<file path="src/rtl/duty_fader_pkg.sv">
// duty_fader_pkg: shared constants for the breathing-fade duty generator.
//   - default duty / prescaler widths and the full-scale duty value
//   - the substitute used when step_size is programmed as zero
//   - 3-bit FSM state encodings
package duty_fader_pkg;

    localparam int DUTY_W_DEF = 8;
    localparam int DIV_W_DEF  = 16;

    localparam logic [DUTY_W_DEF-1:0] DUTY_MAX = '1;

    // A zero step would stall the fade forever, so it is promoted to this.
    localparam logic [3:0] STEP_ZERO_SUB = 4'd1;

    localparam logic [2:0] ST_IDLE    = 3'd0;
    localparam logic [2:0] ST_UP      = 3'd1;
    localparam logic [2:0] ST_HOLD_HI = 3'd2;
    localparam logic [2:0] ST_DOWN    = 3'd3;
    localparam logic [2:0] ST_HOLD_LO = 3'd4;

    function automatic logic [3:0] eff_step(input logic [3:0] step_size);
        return (step_size == 4'd0) ? STEP_ZERO_SUB : step_size;
    endfunction

endpackage

</file>
<file path="src/rtl/duty_fader_if.sv">
// duty_fader_if: configuration and output bundle of duty_fader.
//   enable     : run the fade while high
//   step_div   : clocks per step tick, minus one
//   step_size  : duty change per tick (0 acts as 1)
//   hold_ticks : ticks spent at each extreme, minus one
//   duty       : registered duty word for the PWM stage
//   peak       : one-cycle pulse on first all-ones duty
//   trough     : one-cycle pulse on first zero duty after a descent
//   busy       : high whenever the fader is not idle
// master = the controller driving the configuration, slave = duty_fader.
interface duty_fader_if
    import duty_fader_pkg::*;
#(
    parameter int DUTY_W = DUTY_W_DEF,
    parameter int DIV_W  = DIV_W_DEF
) ();

    logic              enable;
    logic [DIV_W-1:0]  step_div;
    logic [3:0]        step_size;
    logic [7:0]        hold_ticks;
    logic [DUTY_W-1:0] duty;
    logic              peak;
    logic              trough;
    logic              busy;

    modport master (
        output enable, step_div, step_size, hold_ticks,
        input  duty, peak, trough, busy
    );

    modport slave (
        input  enable, step_div, step_size, hold_ticks,
        output duty, peak, trough, busy
    );

endinterface

</file>
<file path="src/rtl/tick_prescaler.sv">
// tick_prescaler: free-running step-rate divider.
//   clk, rst_n : clock and asynchronous active-low reset
//   clear      : hold the counter at zero and suppress tick
//   div        : clocks per tick, minus one (live)
//   tick       : one-cycle strobe when the count has reached div
// The compare is >= so that lowering div below the running count
// produces a tick right away instead of waiting for a counter wrap.
module tick_prescaler #(
    parameter int DIV_W = 16
) (
    input  logic             clk,
    input  logic             rst_n,
    input  logic             clear,
    input  logic [DIV_W-1:0] div,
    output logic             tick
);

    logic [DIV_W-1:0] cnt;

    assign tick = !clear && (cnt >= div);

    // NOTE: state registers use non-blocking assignments so every flop
    // samples pre-edge values regardless of statement order.
    always_ff @(posedge clk or negedge rst_n) begin
        if (!rst_n) begin
            cnt <= '0;
        end else if (clear || tick) begin
            cnt <= '0;
        end else begin
            cnt <= cnt + DIV_W'(1);
        end
    end

endmodule

</file>
<file path="src/rtl/duty_fader.sv">
// duty_fader: triangle "breathing" duty generator for a PWM stage.
//   clk, rst_n : clock (shared with the PWM stage), async active-low reset
//   bus        : duty_fader_if slave port (configuration in, duty/pulses out)
// Sequence: IDLE -> UP -> HOLD_HI -> DOWN -> HOLD_LO -> UP/IDLE.
// Dropping enable never cuts the output: UP and HOLD_HI divert to DOWN,
// and the fade only parks in IDLE after a full descent to zero.
module duty_fader
    import duty_fader_pkg::*;
#(
    parameter int DUTY_W = DUTY_W_DEF,
    parameter int DIV_W  = DIV_W_DEF
) (
    input  logic        clk,
    input  logic        rst_n,
    duty_fader_if.slave bus
);

    localparam logic [DUTY_W-1:0] MAX = {DUTY_W{1'b1}};

    logic [2:0]        state;
    logic [DUTY_W-1:0] duty_q;
    logic              peak_q;
    logic              trough_q;
    logic [7:0]        hold_cnt;

    logic              tick;
    logic              idle;
    logic [DUTY_W:0]   step_ext;
    logic [DUTY_W:0]   up_sum;
    logic [DUTY_W:0]   dn_diff;
    logic [DUTY_W-1:0] up_next;
    logic [DUTY_W-1:0] dn_next;
    logic              hold_done;

    assign idle = (state == ST_IDLE);

    tick_prescaler #(.DIV_W(DIV_W)) u_prescaler (
        .clk   (clk),
        .rst_n (rst_n),
        .clear (idle),
        .div   (bus.step_div),
        .tick  (tick)
    );

    // One extra bit of headroom: the carry flags overshoot past full scale,
    // the borrow flags undershoot below zero; either clamps instead of wrapping.
    assign step_ext = {{(DUTY_W-3){1'b0}}, eff_step(bus.step_size)};
    assign up_sum   = {1'b0, duty_q} + step_ext;
    assign dn_diff  = {1'b0, duty_q} - step_ext;
    assign up_next  = up_sum[DUTY_W]  ? MAX : up_sum[DUTY_W-1:0];
    assign dn_next  = dn_diff[DUTY_W] ? '0  : dn_diff[DUTY_W-1:0];

    assign hold_done = (hold_cnt == bus.hold_ticks);

    always_ff @(posedge clk or negedge rst_n) begin
        if (!rst_n) begin
            state    <= ST_IDLE;
            duty_q   <= '0;
            peak_q   <= 1'b0;
            trough_q <= 1'b0;
            hold_cnt <= '0;
        end else begin
            // NOTE: pulses default low each cycle and are only raised by the
            // transition that creates them, which keeps them one cycle wide.
            peak_q   <= 1'b0;
            trough_q <= 1'b0;

            case (state)
                ST_IDLE: begin
                    duty_q   <= '0;
                    hold_cnt <= '0;
                    if (bus.enable) begin
                        state <= ST_UP;
                    end
                end

                ST_UP: begin
                    if (tick) begin
                        if (!bus.enable) begin
                            // Reverse from the current level, no last increment.
                            state <= ST_DOWN;
                        end else begin
                            duty_q <= up_next;
                            if (up_next == MAX) begin
                                state  <= ST_HOLD_HI;
                                peak_q <= 1'b1;
                            end
                        end
                    end
                end

                ST_HOLD_HI: begin
                    if (tick) begin
                        if (!bus.enable || hold_done) begin
                            state    <= ST_DOWN;
                            hold_cnt <= '0;
                        end else begin
                            hold_cnt <= hold_cnt + 8'd1;
                        end
                    end
                end

                ST_DOWN: begin
                    if (tick) begin
                        duty_q <= dn_next;
                        if (dn_next == '0) begin
                            state    <= ST_HOLD_LO;
                            trough_q <= 1'b1;
                        end
                    end
                end

                ST_HOLD_LO: begin
                    if (tick) begin
                        if (hold_done) begin
                            state    <= bus.enable ? ST_UP : ST_IDLE;
                            hold_cnt <= '0;
                        end else begin
                            hold_cnt <= hold_cnt + 8'd1;
                        end
                    end
                end

                default: begin
                    state    <= ST_IDLE;
                    duty_q   <= '0;
                    hold_cnt <= '0;
                end
            endcase
        end
    end

    assign bus.duty   = duty_q;
    assign bus.peak   = peak_q;
    assign bus.trough = trough_q;
    assign bus.busy   = !idle;

endmodule
</file>
<file path="src/flat_wrapper.sv">
// flat-port wrapper written by rule: the top's interface ports become plain ports
module duty_fader_flat import duty_fader_pkg::*;
#(
    parameter int DUTY_W = DUTY_W_DEF,
    parameter int DIV_W  = DIV_W_DEF
)
  (clk, rst_n, bus_enable, bus_step_div, bus_step_size, bus_hold_ticks, bus_duty, bus_peak, bus_trough, bus_busy);
  duty_fader_if #(.DUTY_W(DUTY_W), .DIV_W(DIV_W)) bus_i ();
  input  logic clk;
  input  logic rst_n;
  input wire logic [$bits(bus_i.enable)-1:0] bus_enable;
  input wire logic [$bits(bus_i.step_div)-1:0] bus_step_div;
  input wire logic [$bits(bus_i.step_size)-1:0] bus_step_size;
  input wire logic [$bits(bus_i.hold_ticks)-1:0] bus_hold_ticks;
  output wire logic [$bits(bus_i.duty)-1:0] bus_duty;
  output wire logic [$bits(bus_i.peak)-1:0] bus_peak;
  output wire logic [$bits(bus_i.trough)-1:0] bus_trough;
  output wire logic [$bits(bus_i.busy)-1:0] bus_busy;
  assign bus_i.enable = bus_enable;
  assign bus_i.step_div = bus_step_div;
  assign bus_i.step_size = bus_step_size;
  assign bus_i.hold_ticks = bus_hold_ticks;
  assign bus_duty = bus_i.duty;
  assign bus_peak = bus_i.peak;
  assign bus_trough = bus_i.trough;
  assign bus_busy = bus_i.busy;
  duty_fader #(.DUTY_W(DUTY_W), .DIV_W(DIV_W)) u_core (.clk(clk), .rst_n(rst_n), .bus(bus_i));
endmodule
</file>
<file path="config.mk">
export PLATFORM = sky130hd
export DESIGN_NAME = duty_fader_flat
export DESIGN_NICKNAME = d
export VERILOG_FILES = /design/src/rtl/duty_fader_pkg.sv /design/src/rtl/duty_fader_if.sv /design/src/rtl/tick_prescaler.sv /design/src/rtl/duty_fader.sv /design/src/flat_wrapper.sv
export SDC_FILE = /design/constraint.sdc
export NUM_CORES = 1
export LEC_CHECK = 0
export CORE_AREA = 2 2 93 95
export DETAILED_ROUTE_END_ITERATION = 8
export DIE_AREA = 0 0 95 97
export HOLD_SLACK_MARGIN = 0.06
export MAX_ROUTING_LAYER = met4
export PLACE_DENSITY = 0.57
export REMOVE_ABC_BUFFERS = 1
export SLEW_MARGIN = 0
export SYNTH_ARGS = -nofsm -noshare
export SYNTH_HDL_FRONTEND = slang
export SYNTH_SLANG_ARGS = --single-unit
</file>
<file path="constraint.sdc">
create_clock -name clk -period 3.1 [get_ports clk]
set_input_delay 0.465 -clock clk [delete_from_list [all_inputs] [get_ports clk]]
set_output_delay 0.465 -clock clk [all_outputs]
set_load 0.01 [all_outputs]
</file>
Word-level counts from Yosys, hierarchy flattened
Cells that the tools add are included.
Widths: inputs -> output; s select.
{"block": "word_totals", "out_inout_bits": 11, "reg_bits": 37, "elab_cells": 74, "input_bits": 31}
{"block": "op_classes", "n_lt_le_gt_ge": 1, "n_mux": 32, "n_eq_ne": 16, "addsub": 4, "reduce_logical": 13, "bitwise_logic": 2}
{"operator": "$mux 8", "count": 9}
{"operator": "$pmux 8 s3", "count": 2}
{"operator": "$mux 3", "count": 10}
{"operator": "$add 16x1->16 const B", "count": 1}
{"operator": "$ge 16x16->1", "count": 1}
{"operator": "$mux 16", "count": 1}
{"operator": "$pmux 3 s5", "count": 1}
{"operator": "$ne 2x2->1 const B", "count": 6}
{"operator": "$add 8x4->9", "count": 1}
{"operator": "$reduce_and 9->1", "count": 1}
{"operator": "$sub 8x4->9", "count": 1}
{"operator": "$add 8x1->8 const B", "count": 1}
{"operator": "$eq 8x8->1", "count": 1}
{"operator": "$eq 8x8->1 const B", "count": 1}
{"operator": "$logic_not 8->1", "count": 1}
{"operator": "$mux 1", "count": 8}
{"operator": "$eq 3x2->1 const B", "count": 2}
{"operator": "$ne 2x1->1 const B", "count": 3}
{"operator": "$logic_not 4->1", "count": 1}
{"operator": "$mux 4", "count": 1}
{"operator": "$reduce_and 4->1", "count": 1}
{"operator": "$reduce_or 2->1", "count": 2}
{"operator": "$eq 3x1->1 const B", "count": 1}
{"operator": "$eq 3x3->1 const B", "count": 1}
{"operator": "7 further kinds", "count": 10}

Depth between registers and ports, before layout
{"block": "depth", "ltp_word": 9, "ltp_mapped": 11, "mapped_depth_nobuf": 11}

Modules after synthesis
A second synthesis with hierarchy kept.
{"block": "unflattened", "hier_cells": 365, "hier_area_um2": 3128.0}
{"module": "duty_fader", "instances": 1, "cells_per_inst": 240, "seq_area_each_um2": 525.5, "area_each_um2": 1943.1}
{"module": "tick_prescaler", "instances": 1, "cells_per_inst": 125, "seq_area_each_um2": 400.4, "area_each_um2": 1184.9}

Least setup slack after synthesis
Ideal clock, no wire load.
{"block": "synth_path", "kind": "input port to flip-flop", "start": "in bus_step_size[1]", "end": "reg u_core.state[0]", "arrival_ns": 2.780, "required_time_ns": 2.974, "n_path_buf": 0, "setup_ns": 0.126, "path_slack_ns": 0.194, "cell_stages": 11, "path_cell_list": "inv_1 -> a31o_2 -> ha_1 -> fa_1 -> and2b_1 -> o221ai_2 -> and4b_1 -> o32ai_2 -> o311ai_4 -> o21ai_2 -> o311a_1"}
{"block": "synth_via", "elab_chain_len": 7, "word_cells_on_any_way": 11, "cone_classes": "2 x add/sub; 3 x eq/ne; 3 x mux; 3 x reduce/logical"}
{"item": "start: declaration", "line_no": "flat_wrapper.sv:13", "rtl": "input wire logic [$bits(bus_i.step_size)-1:0] bus_step_size;"}
{"item": "$logic_not 4->1", "line_no": "duty_fader_pkg.sv:22", "rtl": "return (step_size == 4'd0) ? STEP_ZERO_SUB : step_size;"}
{"item": "$mux 4 (*)", "line_no": "duty_fader_pkg.sv:22"}
{"item": "$add 8x4->9 / $sub 8x4->9 (equally long branches)", "line_no": "duty_fader.sv:48, duty_fader.sv:49"}
{"item": "$mux 8, on equally long branches", "line_no": "duty_fader.sv:50, duty_fader.sv:51"}
{"item": "$eq 8x8->1 / $logic_not 8->1 (equally long branches)", "line_no": "duty_fader.sv:84, duty_fader.sv:106"}
{"item": "$ne 3x2->1 (no source line) / $ne 2x1->1 (equally long branches)"}
{"item": "$reduce_and 9->1 (no source line) (*)"}
{"item": "end signal: assignment", "line_no": "duty_fader.sv:116", "rtl": "state <= bus.enable ? ST_UP : ST_IDLE;"}
{"item": "end: declaration", "line_no": "duty_fader.sv:20", "rtl": "logic [2:0] state;"}
Every way passes the cells marked *; elsewhere a longest branch is shown, timed or not.
A chain may end at the register's enable or synchronous reset.

Worst setup path after layout
{"block": "layout_path", "start": "in bus_step_size[0]", "end": "reg u_core.state[2]"}
The elaborated chain is that of the path after synthesis.

==> results.sh <==
export IMPL_outcome="finished, final reports clean"
export IMPL_die_width_um=95
export IMPL_final_setup_skew_ns=0.00697
export IMPL_mostFrequentLayoutCell="nor2_1"
export IMPL_leakagePower_nw=1.91
export IMPL_antenna_found_initial=0
export IMPL_critPathMaxStageDelay_ns=0.41
export IMPL_setup_viol=0
export IMPL_fin_area_um2=3980
export IMPL_netlist_instances=368
export IMPL_cp_max_fo=3
export IMPL_crit_required_ns=3.32
export IMPL_rrSetupSlack_ns=0.48
export IMPL_fin_cells=536
export IMPL_slew_viol_final=0
export IMPL_drc=0
export IMPL_setup_ws_ns=0.207
export IMPL_endpoint_kind="register"
export IMPL_rr_startpoint="u_core.bus.duty[2]$_DFFE_PN0P_"
export IMPL_vias_per_cell=5.17
export IMPL_worst_setup_path_type="in2reg"
export IMPL_netlist_area_um2=3180
export IMPL_dp_cells=526
export IMPL_cts_max_level=2
export IMPL_drv_cap=0
export IMPL_initial_core_util_pct=39.1
export IMPL_place_ws_ns=-0.349
export IMPL_detail_route_wl_per_cell_um=14.1
export IMPL_cts_tree="built"
export IMPL_rr_worst_depth=9
export IMPL_hold_slack_ns=0.272
export IMPL_grtUsageTotal_pct=17.9
export IMPL_r2r_end="u_core.state[0]$_DFFE_PN0P_"
export IMPL_synth_area_per_cell_um2=8.65
export IMPL_start_kind="input port"
export IMPL_clk_latency_ns=0.29
export IMPL_async_flop_share_pct=100
export IMPL_cp_slowest_cell="clkdlybuf4s50_1"
export IMPL_syn_to_final_growth_pct=25.0
export IMPL_synth_main_ff_cell="dfrtp_1"
export IMPL_synth_edf_count=0
export IMPL_port_buffers=41
export IMPL_cts_clk_slew_worst_paths_ns=0.08
export IMPL_hold_violations=0
export IMPL_dpl_cell_area_um2=3820
export IMPL_dieArea_um2=9220
export IMPL_dp_hpwl_um=5820
export IMPL_fin_crit_sh_pct=93.3
export IMPL_max_vdd_ir_drop_mv=0.361
export IMPL_dr_first_iter_drc_count=208
export IMPL_cts_root_buffer="clkbuf_8"
export IMPL_num_vias=2773
export IMPL_gp_congestion=0.839
export IMPL_final_nets=490
export IMPL_rows=33
export IMPL_ctsHoldBuffers=0
export IMPL_drive_gt1_share_pct=16.2
export IMPL_grt_pass1_vias=2669
export IMPL_cts_sinks=37
export IMPL_ant_nets=0
export IMPL_yosysSeqAreaShare_pct=29.1
export IMPL_clk_path_buf_depth=2
export IMPL_antenna_cells=0
export IMPL_path_cells="clkdlybuf4s50_1 -> a31o_4 -> ha_4 -> fa_2 -> and2b_1 -> o221ai_2 -> buf_4 -> nor4b_4 -> o32ai_2 -> o311ai_4 -> o211ai_1 -> mux2i_1"
export IMPL_fmax_mhz=346
export IMPL_hold_class="in2async"
export IMPL_grt_pass1_wl_um=13000
export IMPL_ys_seq_elements=37
export IMPL_routed_wl_um=7580
export IMPL_die_h_um=97
export IMPL_mostFrequentLayoutCells="nor2_1, clkdlybuf4s50_1, dfrtp_1"
export IMPL_power_density_nw_per_um2=548
export IMPL_synth_cell_types=75
export IMPL_cts_buffers=5
export IMPL_tightest_slew_ns=0.843
export IMPL_relSlewSlack_pct=43.8
export IMPL_grt_max_degree=38
export IMPL_yosysWarnings=0
export IMPL_cp_arrival_ns=3.11
export IMPL_core_area_um2=8130
export IMPL_first_pass_iters=4
export IMPL_grt_ovfl_total=0
export IMPL_io_pins=42
export IMPL_fin_crit_ns=2.89
export IMPL_rsz0062_at_grt="false"
-- layer usage --
layer  routed length (um)  GRT usage [%]  share of wire, %
met5                    0              -                 0
met1                 3850           25.6                51
met4                   49           3.34              0.65
met2                 3450           27.2                46
met3                  234           2.41               3.1
-- report_power, final --
part / switching [W] / internal, W
clock: 0.000181 / 0.000180
combinational: 0.000530 / 0.000599
sequential: 0.000130 / 0.000561
-- worst max-delay path, delay by kind of cell --
family / cells / cell delay [ns]
muxes: 1 / 0.21
adders and majority gates: 2 / 0.49
and+or+nand+nor: 2 / 0.24
AOI/OAI and AO/OA: 5 / 1.11
buffers and inverters: 2 / 0.58
-- stage by stage --
step / total power [W] / utilization [%] / setup TNS [ns]
2_1_floorplan: 0.00133 / - / 0
3_3_place_gp: 0.00177 / 46.9 / -1.20
3_5_place_dp: 0.00178 / 46.9 / -1.90
4_1_cts: 0.00216 / 48.2 / 0
5_1_grt: 0.00237 / 48.9 / 0
6_report: 0.00218 / 48.9 / 0
-- synth_stat cells, drive strengths merged (8+ instances only) --
| cell type | instances | area, um^2 |
|---|---|---|
| nor2b | 8 | 52.6 |
| a21oi | 15 | 78.8 |
| nand2 | 26 | 100 |
| nand3 | 15 | 75.1 |
| dfrtp | 37 | 926 |
| inv | 31 | 116 |
| xnor2 | 18 | 158 |
| xor2 | 10 | 87.6 |
| ha | 27 | 338 |
| and3 | 10 | 62.6 |
| o21ai | 29 | 153 |
| nor2 | 44 | 168 |
-- sequential cells by signal (all words and copies together) (netlist names) --
signal and cells:
u_core.u_prescaler.cnt 16, u_core.bus.peak 1, u_core.hold_cnt 8, u_core.bus.duty 8, u_core.bus.trough 1, u_core.state 3
-- worst max path at each step --
stage | from | to | slack, ns | depth (start not counted)
after floorplan | bus_step_size[1] | u_core.state[0]$_DFFE_PN0P_ | 0.19 | 11
after global placement | bus_step_size[3] | u_core.state[0]$_DFFE_PN0P_ | -0.26 | 12
after detailed placement | bus_step_size[3] | u_core.state[0]$_DFFE_PN0P_ | -0.35 | 12
after CTS | bus_step_size[3] | u_core.state[0]$_DFFE_PN0P_ | 0.02 | 12
after global routing | bus_step_size[0] | u_core.state[2]$_DFFE_PN0P_ | 0.08 | 12
final | bus_step_size[0] | u_core.state[2]$_DFFE_PN0P_ | 0.21 | 12
-- area by class of cell --
class / count / area, um^2
Inverter: 31 / 116
Fill cell: 783 / 4160
Timing Repair Buffer: 69 / 636
Clock buffer: 6 / 82.6
Tap cell: 105 / 131
Multi-Input combinational cell: 286 / 2070
Sequential cell: 37 / 926
Clock inverter: 2 / 13.8
-- cell families after synthesis --
logic type / count (synthesis) / share of synthesized area (%)
mux: 4 / 1.34
simple gates: 136 / 21.8
fa+ha+maj: 29 / 11.9
compound gates: 89 / 21.1
xor+xnor: 28 / 7.70
buf+inv: 45 / 7.15
flops: 37 / 29.1
-- what timing repair did --
item                                    CTS  global route
gates resized for setup                   3             9
buffers inserted                          0             2
pin swaps                                 5             6
endpoints found under the setup margin    3             4
Note: power is estimated with default switching activity, not from simulation.
